### src/rtl/mips_multicycle_control_pkg.sv
// Shared state encodings, mux-select codes and decode constants for the multicycle MIPS control.
package mips_multicycle_control_pkg;

  typedef enum logic [3:0] {
    StFetch   = 4'd0,
    StDecode  = 4'd1,
    StMemAdr  = 4'd2,
    StMemRd   = 4'd3,
    StMemWb   = 4'd4,
    StMemWr   = 4'd5,
    StExecute = 4'd6,
    StAluWb   = 4'd7,
    StBranch  = 4'd8,
    StAddiEx  = 4'd9,
    StAddiWb  = 4'd10,
    StJump    = 4'd11,
    StError   = 4'd15
  } state_e;

  localparam logic [1:0] ALUOP_ADD   = 2'b00;
  localparam logic [1:0] ALUOP_SUB   = 2'b01;
  localparam logic [1:0] ALUOP_FUNCT = 2'b10;

  localparam logic [1:0] SRCB_B      = 2'b00;
  localparam logic [1:0] SRCB_FOUR   = 2'b01;
  localparam logic [1:0] SRCB_IMM    = 2'b10;
  localparam logic [1:0] SRCB_BRANCH = 2'b11;

  localparam logic [1:0] PCSRC_ALU    = 2'b00;
  localparam logic [1:0] PCSRC_ALUOUT = 2'b01;
  localparam logic [1:0] PCSRC_JUMP   = 2'b10;

  localparam logic [5:0] OP_RTYPE = 6'h00;
  localparam logic [5:0] OP_J     = 6'h02;
  localparam logic [5:0] OP_BEQ   = 6'h04;
  localparam logic [5:0] OP_ADDI  = 6'h08;
  localparam logic [5:0] OP_LW    = 6'h23;
  localparam logic [5:0] OP_SW    = 6'h2B;

  localparam logic [5:0] FUNCT_JR = 6'h08;

endpackage

### src/rtl/mips_multicycle_control.sv
// Main control FSM of the multicycle MIPS core: sequences datapath muxes and strobes per
// instruction, stalls on mem_ready and counts retired instructions.
module mips_multicycle_control
  import mips_multicycle_control_pkg::*;
#(
  parameter int unsigned COUNT_W         = 32,
  parameter bit          HALT_ON_ILLEGAL = 1'b1
) (
  input  logic               clk,
  input  logic               rst,
  input  logic [5:0]         opcode,
  input  logic [5:0]         funct,
  input  logic               zero,
  input  logic               mem_ready,
  output logic               PCEn,
  output logic               IorD,
  output logic               MemWrite,
  output logic               IRWrite,
  output logic               RegDst,
  output logic               MemtoReg,
  output logic               RegWrite,
  output logic               ALUSrcA,
  output logic [1:0]         ALUSrcB,
  output logic [1:0]         ALUOp,
  output logic [1:0]         PCSource,
  output logic               illegal_op,
  output logic [3:0]         state,
  output logic [COUNT_W-1:0] instr_count
);

  state_e               state_q, state_d;
  logic [COUNT_W-1:0]   instr_count_q;
  logic                 count_en;

  always_ff @(posedge clk) begin
    if (rst) begin
      state_q       <= StFetch;
      instr_count_q <= '0;
    end else begin
      state_q <= state_d;
      if (count_en) instr_count_q <= instr_count_q + COUNT_W'(1);
    end
  end

  always_comb begin
    state_d = state_q;
    unique case (state_q)
      StFetch:   if (mem_ready) state_d = StDecode;
      StDecode: begin
        case (opcode)
          OP_LW, OP_SW: state_d = StMemAdr;
          OP_RTYPE:     state_d = StExecute;
          OP_BEQ:       state_d = StBranch;
          OP_ADDI:      state_d = StAddiEx;
          OP_J:         state_d = StJump;
          default:      state_d = StError;
        endcase
      end
      StMemAdr:  state_d = (opcode == OP_LW) ? StMemRd : StMemWr;
      StMemRd:   if (mem_ready) state_d = StMemWb;
      StMemWr:   if (mem_ready) state_d = StFetch;
      StExecute: state_d = (funct == FUNCT_JR) ? StFetch : StAluWb;
      StAddiEx:  state_d = StAddiWb;
      StMemWb, StAluWb, StBranch, StAddiWb, StJump: state_d = StFetch;
      StError:   state_d = HALT_ON_ILLEGAL ? StError : StFetch;
      default:   state_d = StError;
    endcase
  end

  // Retirement is any return to FETCH except a FETCH stall or leaving ERROR.
  assign count_en = (state_d == StFetch) && (state_q != StFetch) && (state_q != StError);

  always_comb begin
    PCEn       = 1'b0;
    IorD       = 1'b0;
    MemWrite   = 1'b0;
    IRWrite    = 1'b0;
    RegDst     = 1'b0;
    MemtoReg   = 1'b0;
    RegWrite   = 1'b0;
    ALUSrcA    = 1'b0;
    ALUSrcB    = SRCB_B;
    ALUOp      = ALUOP_ADD;
    PCSource   = PCSRC_ALU;
    illegal_op = 1'b0;
    unique case (state_q)
      StFetch: begin
        ALUSrcB = SRCB_FOUR;
        IRWrite = mem_ready;
        PCEn    = mem_ready;
      end
      StDecode:  ALUSrcB = SRCB_BRANCH;
      StMemAdr: begin
        ALUSrcA = 1'b1;
        ALUSrcB = SRCB_IMM;
      end
      StMemRd:   IorD = 1'b1;
      StMemWb: begin
        MemtoReg = 1'b1;
        RegWrite = 1'b1;
      end
      StMemWr: begin
        IorD     = 1'b1;
        MemWrite = 1'b1;
      end
      StExecute: begin
        ALUSrcA = 1'b1;
        ALUOp   = ALUOP_FUNCT;
        PCEn    = (funct == FUNCT_JR);
      end
      StAluWb: begin
        RegDst   = 1'b1;
        RegWrite = 1'b1;
      end
      StBranch: begin
        ALUSrcA  = 1'b1;
        ALUOp    = ALUOP_SUB;
        PCSource = PCSRC_ALUOUT;
        PCEn     = zero;
      end
      StAddiEx: begin
        ALUSrcA = 1'b1;
        ALUSrcB = SRCB_IMM;
      end
      StAddiWb:  RegWrite = 1'b1;
      StJump: begin
        PCSource = PCSRC_JUMP;
        PCEn     = 1'b1;
      end
      default:   illegal_op = 1'b1;
    endcase
    if (rst) begin
      PCEn     = 1'b0;
      IRWrite  = 1'b0;
      MemWrite = 1'b0;
      RegWrite = 1'b0;
    end
  end

  assign state       = state_q;
  assign instr_count = instr_count_q;

endmodule
### config.mk
export PLATFORM = sky130hd
export DESIGN_NAME = mips_multicycle_control
export DESIGN_NICKNAME = d
export VERILOG_FILES = /design/src/rtl/mips_multicycle_control_pkg.sv /design/src/rtl/mips_multicycle_control.sv
export SDC_FILE = /design/constraint.sdc
export NUM_CORES = 1
export LEC_CHECK = 0
export CORE_UTILIZATION = 30
export DETAILED_ROUTE_END_ITERATION = 7
export DONT_BUFFER_PORTS = 1
export GPL_ROUTABILITY_DRIVEN = 0
export PLACE_DENSITY = 0.44
export SLEW_MARGIN = 20
export SYNTH_ARGS = -nofsm -noshare
export SYNTH_HDL_FRONTEND = slang
export SYNTH_SLANG_ARGS = --single-unit
### constraint.sdc
create_clock -name clk -period 8.9 [get_ports clk]
set_input_delay 2.225 -clock clk [delete_from_list [all_inputs] [get_ports clk]]
set_output_delay 2.225 -clock clk [all_outputs]
set_load 0.05 [all_outputs]
==> out/qor.csv, run 1 <==
stage;metric;value;unit
finish;multi_input_area;1270;um2
finish;fin_nets;289;
route;wl_per_cell;14.6;um
sta;finalCriticalPeriod;5.68;ns
route;drt_iter0_drc;60;
worst_setup_path;r2r_start;state[0];
floorplan;fp-row-count;30;
worst_setup_path;cp_data_required_time;6.68;ns
sta;rsz0062_at_grt;false;
job;cap_viol_max_count;0;
synth;synthXorXnorAreaFrac;7.09;%
synth;synth_top_family_by_area;simple AND/OR/NAND/NOR gates;
route;vias;1920;
sta;max_freq;176;MHz
synth;synth-seq-cells;36;
synth;synthArstFlopShare;0;%
worst_setup_path;reg2reg_slack;5.09;ns
outcome;status;finished, final reports clean;
grt;grt-ovfl-total;0;
clock_tree;h-tree-depth;2;
synth;synthMuxAreaShare;1.07;%
finish;seq_area;721;um2
synth;synth_ff_type;dfxtp_1;
synth;synth-simple-area-share;34.7;%
finish;antenna-diode-count;0;
floorplan;die_y;85.7;um
place;port_buffers;0;
place;dpl.hpwl;3720;um
worst_setup_path;cp-end-kind;output pin;
synth;synth_seq_area_share;34.3;%
floorplan;die_w;85.7;um
grt;grt_pass1_wl;9010;um
sta;slew_headroom;30.9;%
route;wirelength;5400;um
worst_setup_path;cp.arrival;3.45;ns
power;power_density;280;nW/um2
grt;antenna_found_initial;0;
clock_tree;cts_buffers;5;
sta;max_slew.worst_pin.slew;1.04;ns
synth;syn_nets;290;
place;post_dp_cell_area;2210;um2
clock_tree;clock_sinks;36;
grt;grt_pass1_vias;1835;
worst_setup_path;slowest_delay;0.71;ns
worst_setup_path;critical-path-top-delay-family;simple AND/OR/NAND/NOR gates;
worst_setup_path;worstPathCellList;inv_1 > nor4_1 > a21oi_1 > nor2_1 > a31oi_1 > nor2_1;
hold_path;worstHoldStart;instr_count[1];
clock_tree;cts_tree;yes;
power;finalPower;0.643;mW
worst_setup_path;critPathBufInv;1;
clock_tree;post_cts_resized;0;
finish;fillers;749;
floorplan;initial_core_util;30.9;%
floorplan;die-area;7340;um2
worst_setup_path;criticalPathCategory;input port to output pin;
worst_setup_path;start_kind;input port;
finish;drive_gt1_share;11.0;%
clock_tree;cts_hold_buf;0;
place;post-place-ws;3.21;ns
sta;holdWs;0.743;ns
synth;synth_compound_area_share;16.7;%
route;antenna_left;0;
clock_tree;path_clk_slew;0.07;ns
synth;synth_cell_types;49;
synth;synth_edf_count;0;
hold_path;whs_path_depth;2;
hold_path;whs_endpoint;instr_count[1];
route;drc;0;
route;vias_per_cell;5.20;
hold_path;hold_class;register to register;
synth;synthCells;273;
route;dr.pass1.iters;4;
synth;yosysWarnings;0;
grt;grtUsageTotal;15.2;%
clock_tree;post-cts-setup-buffer-count;0;
sta;hold_violations;0;
floorplan;top_level_ports;67;
sta;finalSetupViolCount;0;
clock_tree;ctsRootBufferMaster;clkbuf_8;
floorplan;core;6790;um2
worst_setup_path;crit_slowest_cell;nor2_1;
sta;fin_skew;0.00970;ns
worst_setup_path;rr_endpoint;instr_count[16];
sta;fin_tns_setup;0;ns
synth;synthAdderAreaFrac;0.596;%
synth;netlist_area;2100;um2
clock_tree;clk_latency;0.29;ns
grt;grt_max_degree;43;
finish;fin_area;2300;um2
worst_setup_path;rr_worst_depth;7;
synth;avgSynthCellArea;7.69;um2
sta;fin_crit_sh;63.8;%
worst_setup_path;crit_cells;6;
sta;setup_ws;3.22;ns
clock_tree;cts_buffer_depth;2;
power;vdd_drop_max;209;uV
worst_setup_path;critPathMaxFanout;4;
finish;syn2layout_area_growth;9.48;%
power;p_leak;0.734;nW
sta;slew_violations;0;
worst_setup_path;path_common_cell;nor2_1;
[kinds of logic after synthesis]
logic type,Yosys count
xor+xnor,17
simple gates,138
fa+ha+maj,1
compound gates,52
buf+inv,27
mux,2
flops,36
[report_power, final]
part / internal [mW] / leakage (nW) / switching (mW)
Clock: 0.0546 / 0.0479 / 0.0625
Sequential: 0.170 / 0.291 / 0.0490
Combinational: 0.0741 / 0.395 / 0.233
Total: 0.299 / 0.734 / 0.344
[worst register-to-register path, delay by kind of cell (launching register included)]
kind	cells	cell delay (ns)
DFF	1	0.94
AOI/OAI and AO/OA	2	0.60
muxes	1	0.37
and+or+nand+nor	4	1.79
[how the worst max path moves through the flow]
stage	from	slack, ns	endpoint
after floorplan	rst	3.17	MemWrite
after global placement	mem_ready	3.23	PCEn
after detailed placement	funct[2]	3.21	PCEn
after CTS	funct[2]	3.21	PCEn
after global routing	mem_ready	3.08	PCEn
final	mem_ready	3.22	PCEn
[layer usage]
metal / global-route usage [%] / vias to the layer above / part of all wire, %
li1: - / 970 / -
met5: 0 / - / 0
met4: 3.64 / 0 / 0.98
met2: 24.1 / 47 / 44
met1: 20.0 / 899 / 48
met3: 5.00 / 4 / 7.4
[final cells by class]
class / instances / share of cell area (%)
Clock buffer: 5 / 2.99
Inverter: 12 / 1.96
Multi-Input combinational cell: 210 / 55.2
Tap cell: 96 / 5.23
Clock inverter: 3 / 0.817
Sequential cell: 36 / 31.4
Timing Repair Buffer: 7 / 2.45
[cell usage in the layout (no fill, tap or decap), types with 5 or more instances in the layout]
cell       n
dfxtp_1   36
o31ai_1    6
nand3_1   10
nand4_1    8
xnor2_1   17
and3_1     9
nor3_1    10
nand2_1   19
buf_4      6
clkbuf_8   5
nor2b_1    6
o21ai_0    5
nor2_1    39
inv_1     12
nor4_1    11
a21oi_1   22
[cell usage after synthesis (3+ instances only)]
library cell / instances / share of area, %
nor2_1: 39 / 7.0
dfxtp_1: 36 / 34
a21oi_1: 22 / 5.2
nand2_1: 19 / 3.4
xnor2_1: 17 / 7.1
inv_1: 12 / 2.1
nor3_1: 11 / 2.6
nor4_1: 11 / 3.3
nand3_1: 10 / 2.4
and3_1: 9 / 2.7
clkbuf_1: 9 / 1.6
nand4_1: 8 / 2.4
nor2b_1: 6 / 1.8
o31ai_1: 6 / 2.1
o21ai_0: 5 / 1.2
nand2b_1: 4 / 1.2
nor4b_1: 4 / 1.7
a21o_1: 3 / 1.1
nand3b_1: 3 / 1.1
or2_2: 3 / 0.89
or4_1: 3 / 1.1
[registers in the layout, indices dropped and copies added (netlist names)]
| signal | cells |
|---|---|
| state | 4 |
| instr_count | 32 |
[stage by stage]
step | cells | util, %
3_5_place_dp | 361 | 32.5
6_report | 369 | 33.8
4_1_cts | 369 | 33.8
2_1_floorplan | 273 | -
3_3_place_gp | 361 | 32.5
5_1_grt | 369 | 33.8
Power figures use the tool's default switching activity.
==> inputs of run 2 (changes only) <==
Clock period 8.9 ns to 5.9 ns, I/O delays scaled along.
==> run 2 against run 1 <==
Utilization is 0.57 points higher. Critical path type is now register to output pin. Non-clock buffer count stayed put. Combinational power is 37% higher. Critical endpoint is now ALUSrcB[1]. Register-to-register slack worse by 2.9 ns. Routed wire length increased by 0.48%. Power is 58% higher. Flip-flop and latch count is the same.
==> out/qor.csv, run 2 (synthesis gave the netlist of run 1 again) <==
stage;metric;value;unit
floorplan;die_w;85.7;um
worst_setup_path;rr_worst_depth;7;
sta;fin_skew;0.00407;ns
clock_tree;cts_tree;yes;
place;dpl.hpwl;3830;um
sta;finalSetupViolCount;0;
hold_path;worstHoldStart;instr_count[1];
power;switching_share;49.4;%
sta;fin_crit_sh;71.6;%
grt;grt_max_degree;43;
floorplan;fp-row-count;30;
worst_setup_path;cp_data_required_time;4.43;ns
finish;fin_area;2340;um2
job;cap_viol_max_count;0;
floorplan;die-area;7340;um2
finish;syn2layout_area_growth;11.3;%
clock_tree;clock_sinks;36;
clock_tree;post-cts-setup-buffer-count;0;
clock_tree;cts_buffer_depth;2;
grt;antenna_found_initial;0;
finish;largest_reg_flops;32;
hold_path;whs_path_depth;2;
clock_tree;h-tree-depth;2;
grt;grt_pass1_wl;8850;um
route;antenna_left;0;
route;drc;0;
finish;mostFrequentLayoutCells;nor2_1, dfxtp_1, a21oi_1;
power;p_clk_share;23.7;%
sta;max_slew.worst_pin.slew;1.04;ns
route;vias;1939;
power;p_seq_share;35.1;%
floorplan;core;6790;um2
route;drt_iter0_drc;77;
place;port_buffers;0;
clock_tree;cts_buffers;5;
worst_setup_path;rr_endpoint;instr_count[16];
floorplan;top_level_ports;67;
route;vias_per_cell;5.25;
clock_tree;post_cts_resized;0;
worst_setup_path;slowest_delay;1.01;ns
route;dr.pass1.iters;4;
sta;fin_tns_setup;0;ns
power;vdd_drop_max;220;uV
place;post_dp_cell_area;2210;um2
sta;slew_violations;0;
worst_setup_path;start_kind;register;
power;comb_power_share;41.2;%
outcome;status;finished, final reports clean;
sta;hold_violations;0;
sta;max_freq;237;MHz
power;p_leak;0.751;nW
sta;rsz0062_at_grt;false;
clock_tree;ctsRootBufferMaster;clkbuf_8;
worst_setup_path;cp-end-kind;output pin;
power;power_density;436;nW/um2
sta;slew_headroom;30.4;%
clock_tree;clk_latency;0.29;ns
worst_setup_path;crit_slowest_cell;dfxtp_1;
sta;finalCriticalPeriod;4.23;ns
grt;grt-ovfl-total;0;
power;p_int;0.515;mW
worst_setup_path;cp.arrival;2.75;ns
worst_setup_path;criticalPathCategory;register to output pin;
power;p_sw;0.503;mW
finish;fin_nets;289;
worst_setup_path;critPathMaxFanout;16;
route;wirelength;5420;um
finish;final_common_cell;nor2_1;
worst_setup_path;reg2reg_slack;2.21;ns
hold_path;whs_endpoint;instr_count[1];
grt;grtUsageTotal;15.1;%
floorplan;die_y;85.7;um
finish;final_core_util;34.4;%
route;wl_per_cell;14.7;um
power;finalPower;1.02;mW
clock_tree;path_clk_slew;0.07;ns
finish;drive_gt1_share;11.0;%
grt;grt_pass1_vias;1766;
worst_setup_path;worstPathCellList;nand2b_1 > or2_2 > a21oi_1;
hold_path;hold_class;register to register;
worst_setup_path;r2r_start;state[1];
finish;antenna-diode-count;0;
clock_tree;cts_hold_buf;0;
floorplan;initial_core_util;30.9;%
## run 2: layer usage
layer  vias to the layer above  wire, um  GRT usage, %
met5                         -         0             0
met2                        49      2420          22.5
met4                         0        63          4.55
met1                       912      2560          20.3
li1                        973         -             -
met3                         5       381          5.58
## run 2: stage by stage
stage	hold WS, ns	setup slack (ns)	instances
after floorplan	0.691	1.67	273
after global placement	0.740	1.64	361
after detailed placement	0.744	1.56	361
after CTS	0.754	1.67	369
after global routing	0.789	1.52	369
final	0.748	1.67	369
## run 2: cell type report
cell class	instances	area (um2)
fill	715	4460
multi-input combinational	210	1270
sequential	36	721
tap	96	120
clock buffer	7	96.3
timing repair buffer	7	56.3
inverter	12	45.0
clock inverter	1	30.0
## run 2: power by group through the flow
stage / logic, mW / clock network [mW] / registers [mW]
6_report: 0.420 / 0.241 / 0.357
5_1_grt: 0.457 / 0.258 / 0.364
4_1_cts: 0.422 / 0.246 / 0.358
3_5_place_dp: 0.421 / 0 / 0.363
3_3_place_gp: 0.417 / 0 / 0.366
2_1_floorplan: 0.407 / 0 / 0.323
## run 2: worst max-delay path by stage
stage          cells after the start  slack (ns)         endpoint       from
5_1_grt                            5        1.52             PCEn   state[2]
2_1_floorplan                      2        1.67         MemWrite        rst
3_5_place_dp                       7        1.56  instr_count[16]   funct[2]
6_report                           3        1.67       ALUSrcB[1]   state[1]
4_1_cts                            3        1.67       ALUSrcB[1]   state[1]
3_3_place_gp                       7        1.64  instr_count[16]  opcode[1]
## run 2: critical path: cells and delay by family (launching register included)
kind            cells  cell delay (ns)
flops               1             1.01
simple gates        2             0.61
compound gates      1             0.83
